--- config.mk ---
export PLATFORM = sky130hd
export DESIGN_NAME = lsu_dtcm_master
export DESIGN_NICKNAME = d
export VERILOG_FILES = /design/src/rtl/lsu_dtcm_master.sv
export SDC_FILE = /design/constraint.sdc
export NUM_CORES = 1
export LEC_CHECK = 0
export BUFFER_PORTS_ARGS = -buffer_cell sky130_fd_sc_hd__buf_2
export CAP_MARGIN = 20
export CORE_MARGIN = 3
export CORE_UTILIZATION = 29
export CTS_BUF_LIST = sky130_fd_sc_hd__clkbuf_4 sky130_fd_sc_hd__clkbuf_8
export DETAILED_ROUTE_END_ITERATION = 16
export SLEW_MARGIN = 0
export SYNTH_ARGS = -nofsm -noshare
export SYNTH_HDL_FRONTEND = slang
export SYNTH_SLANG_ARGS = --single-unit
--- constraint.sdc ---
create_clock -name clk -period 3.5 [get_ports clk]
set_clock_uncertainty 0.1 [all_clocks]
set_input_delay 0.175 -clock clk [delete_from_list [all_inputs] [get_ports clk]]
set_output_delay 0.175 -clock clk [all_outputs]
set_load 0.01 [all_outputs]
--- src/rtl/lsu_dtcm_master.sv ---
// -----------------------------------------------------------------------------
// lsu_dtcm_master
//
// LSU-side initiator for the DTCM command/response interface. Accepts a single
// load/store from the EXU AGU, issues one word-aligned DTCM command with a byte
// write mask and lane-replicated write data, waits for the DTCM response and
// returns sign/zero-extended load data (or a store completion) on the
// writeback handshake. Only one transaction is ever outstanding.
//
// Configuration macro:
//   LSU_MISALIGN_CHK_EN  defined   : misaligned requests skip the DTCM and
//                                    complete immediately with lsu_wb_err = 1.
//                        undefined : lsu_wb_err is tied to 0; misaligned
//                                    address low bits are cleared and the
//                                    access proceeds as an aligned one.
//
// Ports:
//   clk, rst_n            clock, synchronous active-low reset
//   agu_req_*             request from the AGU (valid/ready handshake)
//   lsu_wb_*              completion towards writeback (valid/ready)
//   lsu2dtcm_cmd_*        DTCM command channel (valid/ready)
//   lsu2dtcm_rsp_*        DTCM response channel (valid/ready)
// -----------------------------------------------------------------------------
module lsu_dtcm_master #(
  parameter int DTCM_AW = 16,
  parameter int DW      = 32
) (
  input  logic               clk,
  input  logic               rst_n,

  input  logic               agu_req_valid,
  output logic               agu_req_ready,
  input  logic               agu_req_read,
  input  logic [31:0]        agu_req_addr,
  input  logic [1:0]         agu_req_size,
  input  logic               agu_req_usign,
  input  logic [DW-1:0]      agu_req_wdata,
  input  logic [4:0]         agu_req_rd,

  output logic               lsu_wb_valid,
  input  logic               lsu_wb_ready,
  output logic [DW-1:0]      lsu_wb_data,
  output logic [4:0]         lsu_wb_rd,
  output logic               lsu_wb_err,

  output logic               lsu2dtcm_cmd_valid,
  input  logic               lsu2dtcm_cmd_ready,
  output logic               lsu2dtcm_cmd_read,
  output logic [DTCM_AW-1:0] lsu2dtcm_cmd_addr,
  output logic [DW/8-1:0]    lsu2dtcm_cmd_wmask,
  output logic [DW-1:0]      lsu2dtcm_cmd_wdata,

  input  logic               lsu2dtcm_rsp_valid,
  output logic               lsu2dtcm_rsp_ready,
  input  logic [DW-1:0]      lsu2dtcm_rsp_rdata
);

  typedef enum logic [1:0] {
    IDLE = 2'd0,
    CMD  = 2'd1,
    RSP  = 2'd2,
    WB   = 2'd3
  } state_t;

  localparam logic [1:0] SZ_BYTE = 2'b00;
  localparam logic [1:0] SZ_HALF = 2'b01;

  state_t               state_q, state_d;

  logic                 read_q;
  logic [DTCM_AW-1:0]   addr_q;
  logic [1:0]           size_q;
  logic                 usign_q;
  logic [DW-1:0]        wdata_q;
  logic [4:0]           rd_q;
  logic [DW-1:0]        wb_data_q;

  // Only the DTCM window of the address is meaningful here.
  logic                 unused_addr_hi;
  assign unused_addr_hi = ^agu_req_addr[31:DTCM_AW];

  // ---------------------------------------------------------------------------
  // Request decode
  // ---------------------------------------------------------------------------
  logic                 req_misalign;
  logic                 req_fire;
  logic                 req_skip;      // request bypasses the DTCM entirely
  logic [DTCM_AW-1:0]   req_addr;

  assign req_fire     = (state_q == IDLE) && agu_req_valid;
  // Size 2'b11 behaves like a word, so any size with bit 1 set is a word.
  assign req_misalign = ((agu_req_size == SZ_HALF) && agu_req_addr[0]) ||
                        (agu_req_size[1] && (agu_req_addr[1:0] != 2'b00));

`ifdef LSU_MISALIGN_CHK_EN
  assign req_skip = req_misalign;
  assign req_addr = agu_req_addr[DTCM_AW-1:0];
`else
  assign req_skip = 1'b0;

  // Without the checker, misaligned halves/words are silently aligned down;
  // clearing the bits also keeps the lane selection used on the response in
  // step with the address actually sent.
  always_comb begin
    req_addr = agu_req_addr[DTCM_AW-1:0];
    if (agu_req_size == SZ_HALF) req_addr[0]   = 1'b0;
    else if (agu_req_size[1])    req_addr[1:0] = 2'b00;
  end
`endif

  // ---------------------------------------------------------------------------
  // State register and next-state logic
  // ---------------------------------------------------------------------------
  // NOTE: sequential state is updated only with non-blocking assignments so
  // every flop samples the pre-edge value of every other flop.
  always_ff @(posedge clk) begin
    if (!rst_n) state_q <= IDLE;
    else        state_q <= state_d;
  end

  // NOTE: state_d is assigned a default before the case so no path leaves it
  // unassigned, which would otherwise infer a latch.
  always_comb begin
    state_d = state_q;
    unique case (state_q)
      IDLE: if (agu_req_valid)      state_d = req_skip ? WB : CMD;
      CMD:  if (lsu2dtcm_cmd_ready) state_d = RSP;
      RSP:  if (lsu2dtcm_rsp_valid) state_d = WB;
      WB:   if (lsu_wb_ready)       state_d = IDLE;
      default:                      state_d = IDLE;
    endcase
  end

  // ---------------------------------------------------------------------------
  // Request field registers
  // ---------------------------------------------------------------------------
  always_ff @(posedge clk) begin
    if (!rst_n) begin
      read_q  <= 1'b0;
      addr_q  <= '0;
      size_q  <= 2'b00;
      usign_q <= 1'b0;
      wdata_q <= '0;
      rd_q    <= 5'd0;
    end else if (req_fire) begin
      read_q  <= agu_req_read;
      addr_q  <= req_addr;
      size_q  <= agu_req_size;
      usign_q <= agu_req_usign;
      wdata_q <= agu_req_wdata;
      rd_q    <= agu_req_rd;
    end
  end

  // ---------------------------------------------------------------------------
  // Load formatting: pick the addressed lane, then extend
  // ---------------------------------------------------------------------------
  logic [DW-1:0] rsp_shifted;
  logic [DW-1:0] load_data;

  always_comb begin
    rsp_shifted = lsu2dtcm_rsp_rdata;
    load_data   = lsu2dtcm_rsp_rdata;
    if (size_q == SZ_BYTE) begin
      rsp_shifted = lsu2dtcm_rsp_rdata >> {addr_q[1:0], 3'b000};
      load_data   = {{24{~usign_q & rsp_shifted[7]}}, rsp_shifted[7:0]};
    end else if (size_q == SZ_HALF) begin
      rsp_shifted = lsu2dtcm_rsp_rdata >> {addr_q[1], 4'b0000};
      load_data   = {{16{~usign_q & rsp_shifted[15]}}, rsp_shifted[15:0]};
    end
  end

  // Writeback data register: zero for stores and for skipped (erroring)
  // requests; cleared on every new request so a skipped one never shows
  // stale data.
  always_ff @(posedge clk) begin
    if (!rst_n)                                         wb_data_q <= '0;
    else if (req_fire)                                  wb_data_q <= '0;
    else if ((state_q == RSP) && lsu2dtcm_rsp_valid)    wb_data_q <= read_q ? load_data : '0;
  end

`ifdef LSU_MISALIGN_CHK_EN
  logic err_q;

  always_ff @(posedge clk) begin
    if (!rst_n)        err_q <= 1'b0;
    else if (req_fire) err_q <= req_misalign;
  end

  assign lsu_wb_err = err_q;
`else
  assign lsu_wb_err = 1'b0;
`endif

  // ---------------------------------------------------------------------------
  // Command encoding (from registered fields only)
  // ---------------------------------------------------------------------------
  logic [DW/8-1:0] store_mask;
  logic [DW-1:0]   store_data;

  always_comb begin
    store_mask = 4'b1111;
    store_data = wdata_q;
    if (size_q == SZ_BYTE) begin
      store_mask = 4'b0001 << addr_q[1:0];
      store_data = {4{wdata_q[7:0]}};
    end else if (size_q == SZ_HALF) begin
      store_mask = 4'b0011 << {addr_q[1], 1'b0};
      store_data = {2{wdata_q[15:0]}};
    end
  end

  logic in_cmd;
  assign in_cmd = (state_q == CMD);

  // Command fields are zeroed outside CMD so the bus is quiet while idle.
  assign lsu2dtcm_cmd_valid = in_cmd;
  assign lsu2dtcm_cmd_read  = in_cmd & read_q;
  assign lsu2dtcm_cmd_addr  = in_cmd ? {addr_q[DTCM_AW-1:2], 2'b00} : '0;
  assign lsu2dtcm_cmd_wmask = (in_cmd && !read_q) ? store_mask : '0;
  assign lsu2dtcm_cmd_wdata = in_cmd ? store_data : '0;

  assign lsu2dtcm_rsp_ready = (state_q == RSP);
  assign agu_req_ready      = (state_q == IDLE);

  assign lsu_wb_valid = (state_q == WB);
  assign lsu_wb_data  = wb_data_q;
  assign lsu_wb_rd    = rd_q;

endmodule

==> flow_metrics.tcl <==
set metrics [dict create \
    power.internal_mw 2.06 \
    start_util 0.302 \
    synth_area_leaders "dfxtp_1 (39%), nand2_1 (12%), a21boi_0 (10%), a22o_1 (4.5%), mux2i_1 (3.8%)" \
    clk_path_buf_depth 2 \
    ant_nets 0 \
    ios 206 \
    first_global_vias 4598 \
    rows 45 \
    synth_top_area_cell "dfxtp_1" \
    cp.required_ns 3.22 \
    swShare 0.389 \
    crit_path_start "size_q[1]" \
    syn_inst 568 \
    insertedDiodeCount 0 \
    setup_tns_ns 0 \
    final_nets 901 \
    top_layer "met5" \
    wl_met3_um 1190 \
    synth_top_family_by_area "compound AO/OA/AOI/OAI gates" \
    synth_top_cell_area_share 0.388 \
    setup_viol 0 \
    grt_first_pass_wirelength_um 24400 \
    endpoint "lsu2dtcm_cmd_wdata[27]" \
    worstRegToRegCells 7 \
    synth_xor_area_frac 0 \
    leakagePower_nw 2.98 \
    cts_tree "built" \
    dr_wl_met2_um 7200 \
    crit_family "flip-flops" \
    slew_viol_final 0 \
    synth_compound_area_frac 0.242 \
    cts_buffers 9 \
    fin_ws_ns 0.941 \
    ys_types 38 \
    ys_seq_area_frac 0.388 \
    grt_max_degree 61 \
    synthAdderAreaFrac 0.0133 \
    yosys.area_share.simple 0.224 \
    fin_crit_sh 0.731 \
    clock_power_share 0.236 \
    synth-edff-count 0 \
    crit_path_max_fanout 30 \
    io_buffers 186 \
    drc 0 \
    dr.first_iter.drc_count 268 \
    first_pass_iters 4 \
    dpl.hpwl_um 10700 \
    drive_above_1_share 0.287 \
    crit_path_start_kind "flop" \
    antenna_found_initial 1 \
    cts_root_buf "clkbuf_8" \
    die_x_um 133 \
    combPwrFrac 0.375 \
    synth_flop_cell "dfxtp_1" \
    dp_slack_ns 1.22 \
    cellPowerDensity_mw_per_mm2 514 \
    hp-class "in -> reg" \
    slowest_stage "dfxtp_2" \
    track_usage 0.171 \
    netSwitchingPower_mw 1.31 \
    timing.rr.start "state_q[0]" \
    hold_viol 0 \
    ir_worst_vdd_v 0.000368 \
    wl_per_cell_um 15.5 \
    hp-start "lsu2dtcm_rsp_rdata[31]" \
    worst-path-buf-inv 2 \
    syn_area_per_cell_um2 8.26 \
    fin_crit_ns 2.56 \
    vias 4758 \
    arrival_ns 2.28 \
    viasPerCell 4.75 \
    final_common_cell "buf_2" \
    synth_mux_area_frac 0.0768 \
    path_depth 3 \
    worstPathCellList "clkinv_1 > o211a_1 > buf_2" \
    ys_seq_elements 91 \
    rr_endpoint "lsu_wb_data[28]" \
    rsz0062_at_grt "false" \
    ys_warn_count 0 \
    die_h_um 133 \
    area.growth.synth_to_final_pct 39.7 \
    dieArea_mm2 0.0178 \
    syn-cell-area_mm2 0.00469 \
    place_area_mm2 0.00577 \
    ys_async_sr_fraction 0 \
    relSlewSlack 0.452 \
    min_path_cells 3 \
    p_seq_frac 0.390 \
    layout_common_cells "buf_2 (186), nand2_1 (152), dfxtp_1 (90)" \
    worstMarginPinSlew_ns 0.821 \
    grt_overflow 0 \
    final_core_util 0.422 \
    r2r_setup_slack_ns 1.23 \
    cts.sinks 91 \
    worstSkewPairLatency_ns 0.38 \
    crit_type "reg -> out" \
    max_freq_mhz 391 \
    place_congestion 0.784 \
    end_kind "output pin" \
    finalWirelength_um 15600 \
    stdcell_area_mm2 0.00656 \
    maxCapViolCount 0 \
    m1WireLength_um 6860 \
    core_mm2 0.0155 \
    cts_max_level 3 \
    path_clk_slew_ns 0.09 \
    status "complete, no violations" \
    crit_path_max_incr_delay_ns 0.77 \
]
==> registers in the layout (all words and copies together) (netlist names) <==
signal	count
addr_q	16
lsu_wb_data	32
lsu_wb_rd	5
read_q	1
size_q	2
state_q	2
usign_q	1
wdata_q	32
==> synthesized netlist by cell type, types with 3 or more instances <==
| master | n |
|---|---|
| ha_1 | 5 |
| nand2b_1 | 19 |
| inv_1 | 13 |
| o22ai_1 | 8 |
| buf_4 | 3 |
| mux4_2 | 7 |
| o21ai_0 | 16 |
| dfxtp_1 | 91 |
| o211a_1 | 9 |
| buf_1 | 7 |
| nor2b_1 | 15 |
| buf_2 | 4 |
| nor2_1 | 15 |
| nand2_1 | 153 |
| a221oi_1 | 9 |
| mux2i_1 | 18 |
| a221o_1 | 7 |
| clkbuf_1 | 34 |
| a21boi_0 | 64 |
| and2_1 | 24 |
| a21oi_1 | 4 |
| a22o_1 | 24 |
==> power groups by stage <==
stage	combinational [mW]	clock (mW)	sequential [mW]
6_report	1.26	0.794	1.31
5_1_grt	1.40	0.866	1.34
4_1_cts	1.28	0.825	1.31
3_5_place_dp	1.23	0	1.34
3_3_place_gp	1.23	0	1.33
2_1_floorplan	0.853	0	1.27
==> final cells by class <==
cell class	instances	area, um2
clock buffers	12	159
clock inverters	4	57.6
fillers	1599	8980
inverters	14	52.6
multi-input cells	416	2620
flip-flops and latches	91	1820
well taps	211	264
repair buffers	253	1580
==> routing by layer <==
layer | track usage | vias to the layer above
met2 | 0.273 | 184
met3 | 0.0506 | 23
met4 | 0.0566 | 2
met1 | 0.222 | 2185
li1 | - | 2364
met5 | 0 | -
==> stage by stage <==
stage	std cells	total power [mW]	hold slack, ns
floorplan	570	2.13	0.220
global placement	928	2.57	0.329
detailed placement	928	2.56	0.334
CTS	1001	3.42	0.000318
global route	1001	3.61	0.00859
finish	1001	3.37	0.0249
==> worst register-to-register path, cell delays in order (launching register included) <==
cell and delay (ns):
dfxtp_1 0.39, inv_1 0.10, ha_1 0.24, nand2_2 0.43
nand3_1 0.15, buf_4 0.23, a21oi_4 0.38, a22o_1 0.20
==> timing repair <==
item	4_1_cts	5_1_grt
hold buffers	57	0
hold endpoints to repair	57	0
gates resized for setup	0	0
setup buffers	0	0
==> worst min-delay path by stage <==
stage	to	slack [ns]
2_1_floorplan	addr_q[10]	0.22
3_5_place_dp	wdata_q[21]	0.33
6_report	lsu_wb_data[31]	0.02
5_1_grt	lsu_wb_data[31]	0.009
3_3_place_gp	addr_q[13]	0.33
4_1_cts	lsu_wb_data[31]	0.0003
==> logic make-up (layout without fill, tap and decap cells) <==
| logic type | after synthesis | after routing |
|---|---|---|
| AOI/OAI and AO/OA | 146 | 146 |
| other | 1 | 3 |
| DFF | 91 | 91 |
| and+or+nand+nor | 235 | 235 |
| buffers and inverters | 63 | 283 |
| adders and majority gates | 5 | 5 |
| muxes | 27 | 27 |
Note: power is estimated with default switching activity, not from simulation.
